`config.mk`:
```
export PLATFORM = sky130hd
export DESIGN_NAME = neuron_lut_loader
export DESIGN_NICKNAME = d
export VERILOG_FILES = /design/src/rtl/neuron_lut_pkg.sv /design/src/rtl/neuron_lut_table.sv /design/src/rtl/neuron_lut_loader.sv
export SDC_FILE = /design/constraint.sdc
export NUM_CORES = 1
export LEC_CHECK = 0
export ABC_AREA = 1
export CAP_MARGIN = 20
export CORE_ASPECT_RATIO = 1.4
export CORE_UTILIZATION = 59
export CTS_BUF_LIST = sky130_fd_sc_hd__clkbuf_8 sky130_fd_sc_hd__clkbuf_16
export DETAILED_ROUTE_END_ITERATION = 8
export PLACE_DENSITY = 0.85
export SKIP_CTS_REPAIR_TIMING = 1
export SLEW_MARGIN = 0
export SYNTH_ARGS = -nofsm -noshare
export SYNTH_HDL_FRONTEND = slang
export SYNTH_SLANG_ARGS = --single-unit
```
`constraint.sdc`:
```
create_clock -name clk -period 3.8 [get_ports clk]
set_input_delay 0.95 -clock clk [delete_from_list [all_inputs] [get_ports clk]]
set_output_delay 0.95 -clock clk [all_outputs]
set_load 0.01 [all_outputs]
```
`src/rtl/neuron_lut_pkg.sv`:
```
// rtl/neuron_lut_pkg.sv - shared types and constants for the neuron LUT loader
package neuron_lut_pkg;

  localparam int IN_W_DEF   = 6;
  localparam int BEAT_W_DEF = 8;
  localparam int DEPTH      = 2 ** IN_W_DEF;
  localparam int NBEATS     = DEPTH / BEAT_W_DEF;

  typedef enum logic [1:0] {
    EMPTY   = 2'd0,
    LOADING = 2'd1,
    READY   = 2'd2
  } state_t;

  // A single-beat table still needs a 1-bit counter to keep the port legal
  function automatic int cnt_width(input int nbeats);
    return (nbeats > 1) ? $clog2(nbeats) : 1;
  endfunction

endpackage

```
`src/rtl/neuron_lut_table.sv`:
```
// rtl/neuron_lut_table.sv - DEPTH x 1 truth-table storage, beat-wide write, registered 1-bit read
module neuron_lut_table
  import neuron_lut_pkg::*;
#(
  parameter int IN_W   = IN_W_DEF,
  parameter int BEAT_W = BEAT_W_DEF,
  parameter int CNT_W  = cnt_width((2 ** IN_W_DEF) / BEAT_W_DEF)
) (
  input  logic              clk,
  input  logic              rst_n,
  input  logic              we,
  input  logic [CNT_W-1:0]  wbeat,
  input  logic [BEAT_W-1:0] wdata,
  input  logic              re,
  input  logic [IN_W-1:0]   raddr,
  output logic              rdata
);

  localparam int TBL_DEPTH = 2 ** IN_W;

  logic [TBL_DEPTH-1:0] mem;

  always_ff @(posedge clk or negedge rst_n) begin
    if (!rst_n) begin
      mem   <= '0;
      rdata <= 1'b0;
    end else begin
      if (we) begin
        mem[int'(wbeat) * BEAT_W +: BEAT_W] <= wdata;
      end
      if (re) begin
        rdata <= mem[raddr];
      end
    end
  end

endmodule

```
`src/rtl/neuron_lut_loader.sv`:
```
// rtl/neuron_lut_loader.sv - streams a truth table in by beats, then serves 1-bit lookups
module neuron_lut_loader
  import neuron_lut_pkg::*;
#(
  parameter int IN_W   = IN_W_DEF,
  parameter int BEAT_W = BEAT_W_DEF
) (
  input  logic              clk,
  input  logic              rst_n,
  input  logic              cfg_valid,
  output logic              cfg_ready,
  input  logic [BEAT_W-1:0] cfg_data,
  input  logic              cfg_last,
  output logic              cfg_err,
  output logic              loaded,
  input  logic              in_valid,
  output logic              in_ready,
  input  logic [IN_W-1:0]   in_data,
  output logic              out_valid,
  input  logic              out_ready,
  output logic              out_data
);

  localparam int TBL_DEPTH = 2 ** IN_W;
  localparam int TBL_BEATS = TBL_DEPTH / BEAT_W;
  localparam int CNT_W     = cnt_width(TBL_BEATS);
  localparam logic [CNT_W-1:0] LAST_BEAT = CNT_W'(TBL_BEATS - 1);

  state_t           state, state_nxt;
  logic [CNT_W-1:0] beat_cnt;
  logic             final_beat;
  logic             good_beat;
  logic             bad_beat;
  logic             in_fire;

  assign final_beat = (beat_cnt == LAST_BEAT);

  always_ff @(posedge clk or negedge rst_n) begin
    if (!rst_n) begin
      state <= EMPTY;
    end else begin
      state <= state_nxt;
    end
  end

  // Ready signals and beat classification live together so the handshake
  // and the transition it causes are derived in one place.
  always_comb begin
    state_nxt = state;
    cfg_ready = 1'b1;
    in_ready  = 1'b0;
    good_beat = 1'b0;
    bad_beat  = 1'b0;
    in_fire   = 1'b0;
    if (state == READY) begin
      cfg_ready = !out_valid && !in_valid;
      in_ready  = !out_valid || out_ready;
    end
    in_fire = in_valid && in_ready;
    if (cfg_valid && cfg_ready) begin
      if (cfg_last != final_beat) begin
        bad_beat  = 1'b1;
        state_nxt = EMPTY;
      end else begin
        good_beat = 1'b1;
        state_nxt = final_beat ? READY : LOADING;
      end
    end
  end

  always_ff @(posedge clk or negedge rst_n) begin
    if (!rst_n) begin
      beat_cnt  <= '0;
      loaded    <= 1'b0;
      cfg_err   <= 1'b0;
      out_valid <= 1'b0;
    end else begin
      cfg_err <= bad_beat;
      if (bad_beat) begin
        beat_cnt <= '0;
        loaded   <= 1'b0;
      end else if (good_beat) begin
        if (final_beat) begin
          beat_cnt <= '0;
          loaded   <= 1'b1;
        end else begin
          beat_cnt <= beat_cnt + CNT_W'(1);
          loaded   <= 1'b0;
        end
      end
      if (in_fire) begin
        out_valid <= 1'b1;
      end else if (out_ready) begin
        out_valid <= 1'b0;
      end
    end
  end

  // The read register only advances on an accepted lookup, which already
  // requires the output slot to be free, so it doubles as the output holder.
  neuron_lut_table #(
    .IN_W   (IN_W),
    .BEAT_W (BEAT_W),
    .CNT_W  (CNT_W)
  ) u_table (
    .clk   (clk),
    .rst_n (rst_n),
    .we    (good_beat),
    .wbeat (beat_cnt),
    .wdata (cfg_data),
    .re    (in_fire),
    .raddr (in_data),
    .rdata (out_data)
  );

endmodule
```
# ---- Word level (Yosys, flattened, before mapping)
# Index checks and enable logic that the tools add are counted.
dict set report totals {
  regBits 73
  latch_bits 0
  mem_bits_rw 0
  rom_bits 0
  in_bits 20
  out_inout_bits 6
  elab_cells 42
  n_memories 0
}
dict set report op_classes {
  addsub 2
  multipliers 0
  div 0
  order_cmp 1
  eq_ne 3
  shift 2
  mux 19
  bitwise 0
  reduce_logical 8
}
# operator n
set ops {}
lappend ops {{$bwmux 64} 1}
lappend ops {{$shift 8x33->64 const A} 1}
lappend ops {{$shiftx 8x33->64} 1}
lappend ops {{$neg 6->33} 1}
lappend ops {{$mux 1} 12}
lappend ops {{$mux 3} 3}
lappend ops {{$lt 6x7->1 const B} 1}
lappend ops {{$bmux 1 s6} 1}
lappend ops {{$mux 2} 2}
lappend ops {{$reduce_bool 2->1} 2}
lappend ops {{$add 3x1->3 const B} 1}
lappend ops {{$eq 3x3->1 const B} 1}
lappend ops {{$logic_and 1x1->1} 3}
lappend ops {{$eq 2x2->1 const B} 1}
lappend ops {{$logic_not 1->1} 2}
lappend ops {{$logic_or 1x1->1} 1}
lappend ops {{$ne 1x1->1} 1}

# ---- Depth between registers and ports, before layout
# Gate-level depths: netlist (run 1).
dict set report logic_depth {
  depth_word 7
  ltp_mapped 13
  ltp_nobuf 11
}

# ---- Cells and area by module
# From an unflattened synthesis (run 1), not the netlist that was laid out.
dict set report unflattened {
  hier_cells 507
  area_unflattened_um2 3968.8
}
# module instances cells_each area_per_inst_um2 seq_area_each_um2
set by_module_without_submodules {}
lappend by_module_without_submodules {neuron_lut_table 1 459 3544.6 1626.6}
lappend by_module_without_submodules {neuron_lut_loader 1 48 424.2 200.2}

# ---- Worst setup path after synthesis (run 1)
# Ideal clock, no wire load.
dict set report synth_path {
  kind {register to register}
  from {register beat_cnt[0]}
  to {register u_table.mem[32]}
  setup_ps 125
  arrival_ps 2184
  t_required_ps 3675
  setup_slack_ps 1492
  stages_incl_launch_ff 8
  path_buffers 0
  cell_sequence {dfrtp_1 > inv_1 > ha_1 > ha_1 > inv_2 > nor3_4 > nand3_4 > mux2_2}
}
dict set report synth_between {
  elab_chain_len 4
}
# element line_no
set synth_lines {}
lappend synth_lines {{from (decl)} neuron_lut_loader.sv:30} ;# logic [CNT_W-1:0] beat_cnt;
lappend synth_lines {{from (signal assigned)} neuron_lut_loader.sv:87} ;# beat_cnt <= beat_cnt + CNT_W'(1);
lappend synth_lines {{branches (longest 4 deep; another with $neg 6->33)} --}
lappend synth_lines {{to (signal, indexed assignment)} neuron_lut_table.sv:29} ;# mem[int'(wbeat) * BEAT_W +: BEAT_W] <= wdata;
lappend synth_lines {{to (decl)} neuron_lut_table.sv:21} ;# logic [TBL_DEPTH-1:0] mem;
# Parallel ways; which one is timed is not known.
# A chain may end at the register's enable or synchronous reset.

# ---- Worst setup path in the final report (run 1)
dict set report layout_path {
  from {input out_ready}
  to {output in_ready}
}
dict set report layout_between {
  elab_chain_len 2
}
# element line_no
set layout_lines {}
lappend layout_lines {{from (decl)} neuron_lut_loader.sv:20} ;# input logic out_ready,
lappend layout_lines {{$logic_or 1x1->1} neuron_lut_loader.sv:57} ;# in_ready = !out_valid || out_ready;
lappend layout_lines {{$mux 1} neuron_lut_loader.sv:55} ;# if (state == READY) begin
lappend layout_lines {{to (decl)} neuron_lut_loader.sv:17} ;# output logic in_ready,
# Every way passes these cells.

==> reports/qor.txt, run 1 <==
====================================================================================
Crit-path max FO                                                                   2
TritonCTS clock tree                                                           built
Crit path required time                                                      2.85 ns
Number of hold violations in the final report                                      0
Wire length of the first global-routing pass                                16300 µm
Number of top-level pins                                                          26
Area of the mapped netlist                                                  3880 µm²
RSZ-0062 raised after global routing                                              no
DR vias                                                                         3400
CORE AREA                                                                   6300 µm²
GRT Total Usage                                                                30.5%
CP endpoint kind                                                         output port
Leakage power total                                                          2.08 nW
Worst-case hold slack                                                       0.491 ns
Clock tree sinks                                                                  73
Count of cell types in the netlist                                                30
Final routed wire length divided by cell count                               16.7 µm
Share of post-route cells with drive strength above 1                          11.0%
Final worst path period need                                                 3.24 ns
Crit path largest cell delay                                                 0.60 ns
Share of synthesized area occupied by flip-flops and latches                   47.1%
Post-layout nets                                                                 520
Arrival time at the worst endpoint                                           2.29 ns
Initial antenna violation count                                                    0
Remaining design rule violation count                                              2
Num CTS Buffers                                                                    9
Initial standard-cell utilization of the core                                  61.6%
Dominant combinational cell family by area after synthesis              simple AND/OR/NAND/NOR gates
Max Freq                                                                     309 MHz
Number of fill cells in the layout                                               515
Total nets after synthesis                                                       501
Leading cell type in the layout, fill and taps excluded                 sky130_fd_sc_hd__nand2_1
Final sum of negative setup slack                                               0 ns
Via density per instance                                                        5.96
Ratio of final minimum period to clock period                                  85.1%
Number of nets with antenna violations after routing                               0
1st-iter DRT viols                                                               357
Remaining Overflow, GRT                                                            0
Number of H-tree branching levels                                                  3
Die height                                                                   97.9 µm
FF+latch area                                                               1830 µm²
Synth Area in Compound Gates                                                   10.0%
Drt first pass iters                                                               7
Total routed wirelength                                                      9500 µm
Number of standard cells after synthesis                                         474
Pin count of the biggest net entering global routing                              74
Deepest clock path buffer count                                                    2
Power per cell area                                                       512 nW/µm²
Clock tree root buffer cell                                             sky130_fd_sc_hd__clkbuf_8
XOR/XNOR share of the synthesized area                                            0%
Portion of netlist area occupied by mux cells                                  2.32%
Most used cells in the layout excluding fill and tap cells              sky130_fd_sc_hd__nand2_1 (139), sky130_fd_sc_hd__nand3_1 (75), sky130_fd_sc_hd__dfrtp_1 (73)
Routability Congestion                                                         0.859
CP most frequent cell                                                   sky130_fd_sc_hd__clkdlybuf4s50_1
Area of combinational cells with multiple inputs                            1800 µm²
Final setup violation count                                                        0
Top flip-flop cell by instance count after synthesis                    sky130_fd_sc_hd__dfrtp_1
Worst hold path type                                                    flip-flop to flip-flop
Critical Setup Path Class                                               input port to output port
Number of global-route vias before repair                                       3444
Adder-cell share of the synthesized area                                       2.26%
Clock latency at the later pin of the worst-skew pair                        0.36 ns
Register bit count reported by yosys                                              73
Cells along the critical path                                           clkdlybuf4s50_1 -> nor2_1 -> nor3_1 -> clkdlybuf4s50_1
Result of the run                                                       finished with violations
Slew Limit Headroom                                                            29.8%
Max-slew violations                                                                0
Die span in x                                                                70.5 µm
Share of synthesized cell area in and, or, nand and nor gates                  31.8%
Pin slew with the least headroom to its limit                                1.05 ns
Number of enable flip-flop cells after synthesis                                   0
Antenna Cells                                                                      0
Critical Path Source Type                                                 input port
Site row count                                                                    34
Share of flip-flops with an asynchronous set or reset after synthesis           100%
Synthesis-to-finish area growth                                                12.7%
Failing checks                                                          design-rule violations
HPWL reported at the end of detailed placement                               6210 µm
CTS clk-pin slew, worst paths                                                0.08 ns
Max IR drop VDD                                                               377 µV
Synth Warn #                                                                       0
Number of port buffers                                                            25
Die outline area                                                            6900 µm²
Critical-path top delay cell                                            sky130_fd_sc_hd__clkdlybuf4s50_1
Max-capacitance violation count                                                    0
Post-synthesis average cell area                                            8.18 µm²
Largest clock skew in the final design                                     0.0135 ns
====================================================================================
-- power by group --
group / leakage, nW / internal, mW / switching [mW]
combinational: 0.959 / 0.179 / 0.330
clock: 0.126 / 0.432 / 0.300
sequential: 0.996 / 0.914 / 0.0819
-- through the flow --
stage / worst slack [ns] / util [%] / total power [mW] / area, µm² / std cells
global route: 0.524 / 69.4 / 2.35 / 4370 / 570
finish: 0.565 / 69.4 / 2.24 / 4370 / 570
floorplan: 1.49 / - / 1.36 / 3880 / 474
detailed placement: 0.570 / 65.7 / 1.51 / 4130 / 554
CTS: 0.558 / 69.4 / 2.23 / 4370 / 570
global placement: 0.631 / 65.7 / 1.48 / 4130 / 554
-- final cells by class --
type	instances	share of cell area, %
clock buffers	9	2.84
clock inverters	7	2.55
inverters	40	3.44
multi-input cells	341	41.2
flip-flops and latches	73	41.8
well taps	72	2.06
repair buffers	28	6.13
-- per-layer routing --
metal  up-vias  track usage (%)  routed length, µm
met5         -                0                  0
met4         0             20.3                401
met3        31             5.57                635
met2       153             49.4               4720
met1      1624             37.1               3740
li1       1592                -                  -
-- final timing paths --
kind	start	cells after the start	to	slack, ns
worst max-delay path	out_ready	4	in_ready	0.56
worst max register to register	beat_cnt[0]$_DFFE_PN0P_	7	u_table.mem[34]$_DFFE_PN0P_	1.12
worst min-delay path	u_table.mem[50]$_DFFE_PN0P_	2	u_table.mem[50]$_DFFE_PN0P_	0.49
min in group asynchronous	rst_n	2	u_table.mem[53]$_DFFE_PN0P_	0.80
max in group asynchronous	rst_n	2	u_table.mem[25]$_DFFE_PN0P_	2.38
worst min register to register	u_table.mem[50]$_DFFE_PN0P_	2	u_table.mem[50]$_DFFE_PN0P_	0.49
-- critical path: cells and delay by family --
family	cells	cell delay [ns]
and+or+nand+nor	2	0.27
buffers and inverters	2	1.07
-- kinds of logic after synthesis --
kind of cell	count (synthesis)
compound gates	64
fa+ha+maj	7
buf+inv	60
flops	73
mux	8
simple gates	262
-- registers in the layout, indices dropped and copies added (netlist names) --
name	flops
beat_cnt	3
u_table.mem	64
state	2
out_valid	1
loaded	1
cfg_err	1
u_table.rdata	1
-- synthesized netlist by cell type (4+ instances only) --
master | n | share of area, %
sky130_fd_sc_hd__nand2_1 | 139 | 13
sky130_fd_sc_hd__nand3_1 | 75 | 9.7
sky130_fd_sc_hd__dfrtp_1 | 73 | 47
sky130_fd_sc_hd__inv_1 | 38 | 3.7
sky130_fd_sc_hd__o21ai_0 | 30 | 3.9
sky130_fd_sc_hd__nor2_1 | 28 | 2.7
sky130_fd_sc_hd__clkbuf_1 | 13 | 1.3
sky130_fd_sc_hd__mux2_2 | 8 | 2.3
sky130_fd_sc_hd__o21ai_1 | 8 | 1.0
sky130_fd_sc_hd__o21ai_2 | 8 | 1.8
sky130_fd_sc_hd__o31ai_1 | 8 | 1.5
sky130_fd_sc_hd__ha_1 | 7 | 2.3
sky130_fd_sc_hd__a21oi_1 | 6 | 0.77
sky130_fd_sc_hd__nand2_2 | 4 | 0.65
Power figures use the tool's default switching activity.
==> inputs of run 2 (changes only) <==
- CTS_CLUSTER_SIZE: not set -> 8
==> results of run 2 <==
Final layout, timing and power as in run 1 (identical DEF).
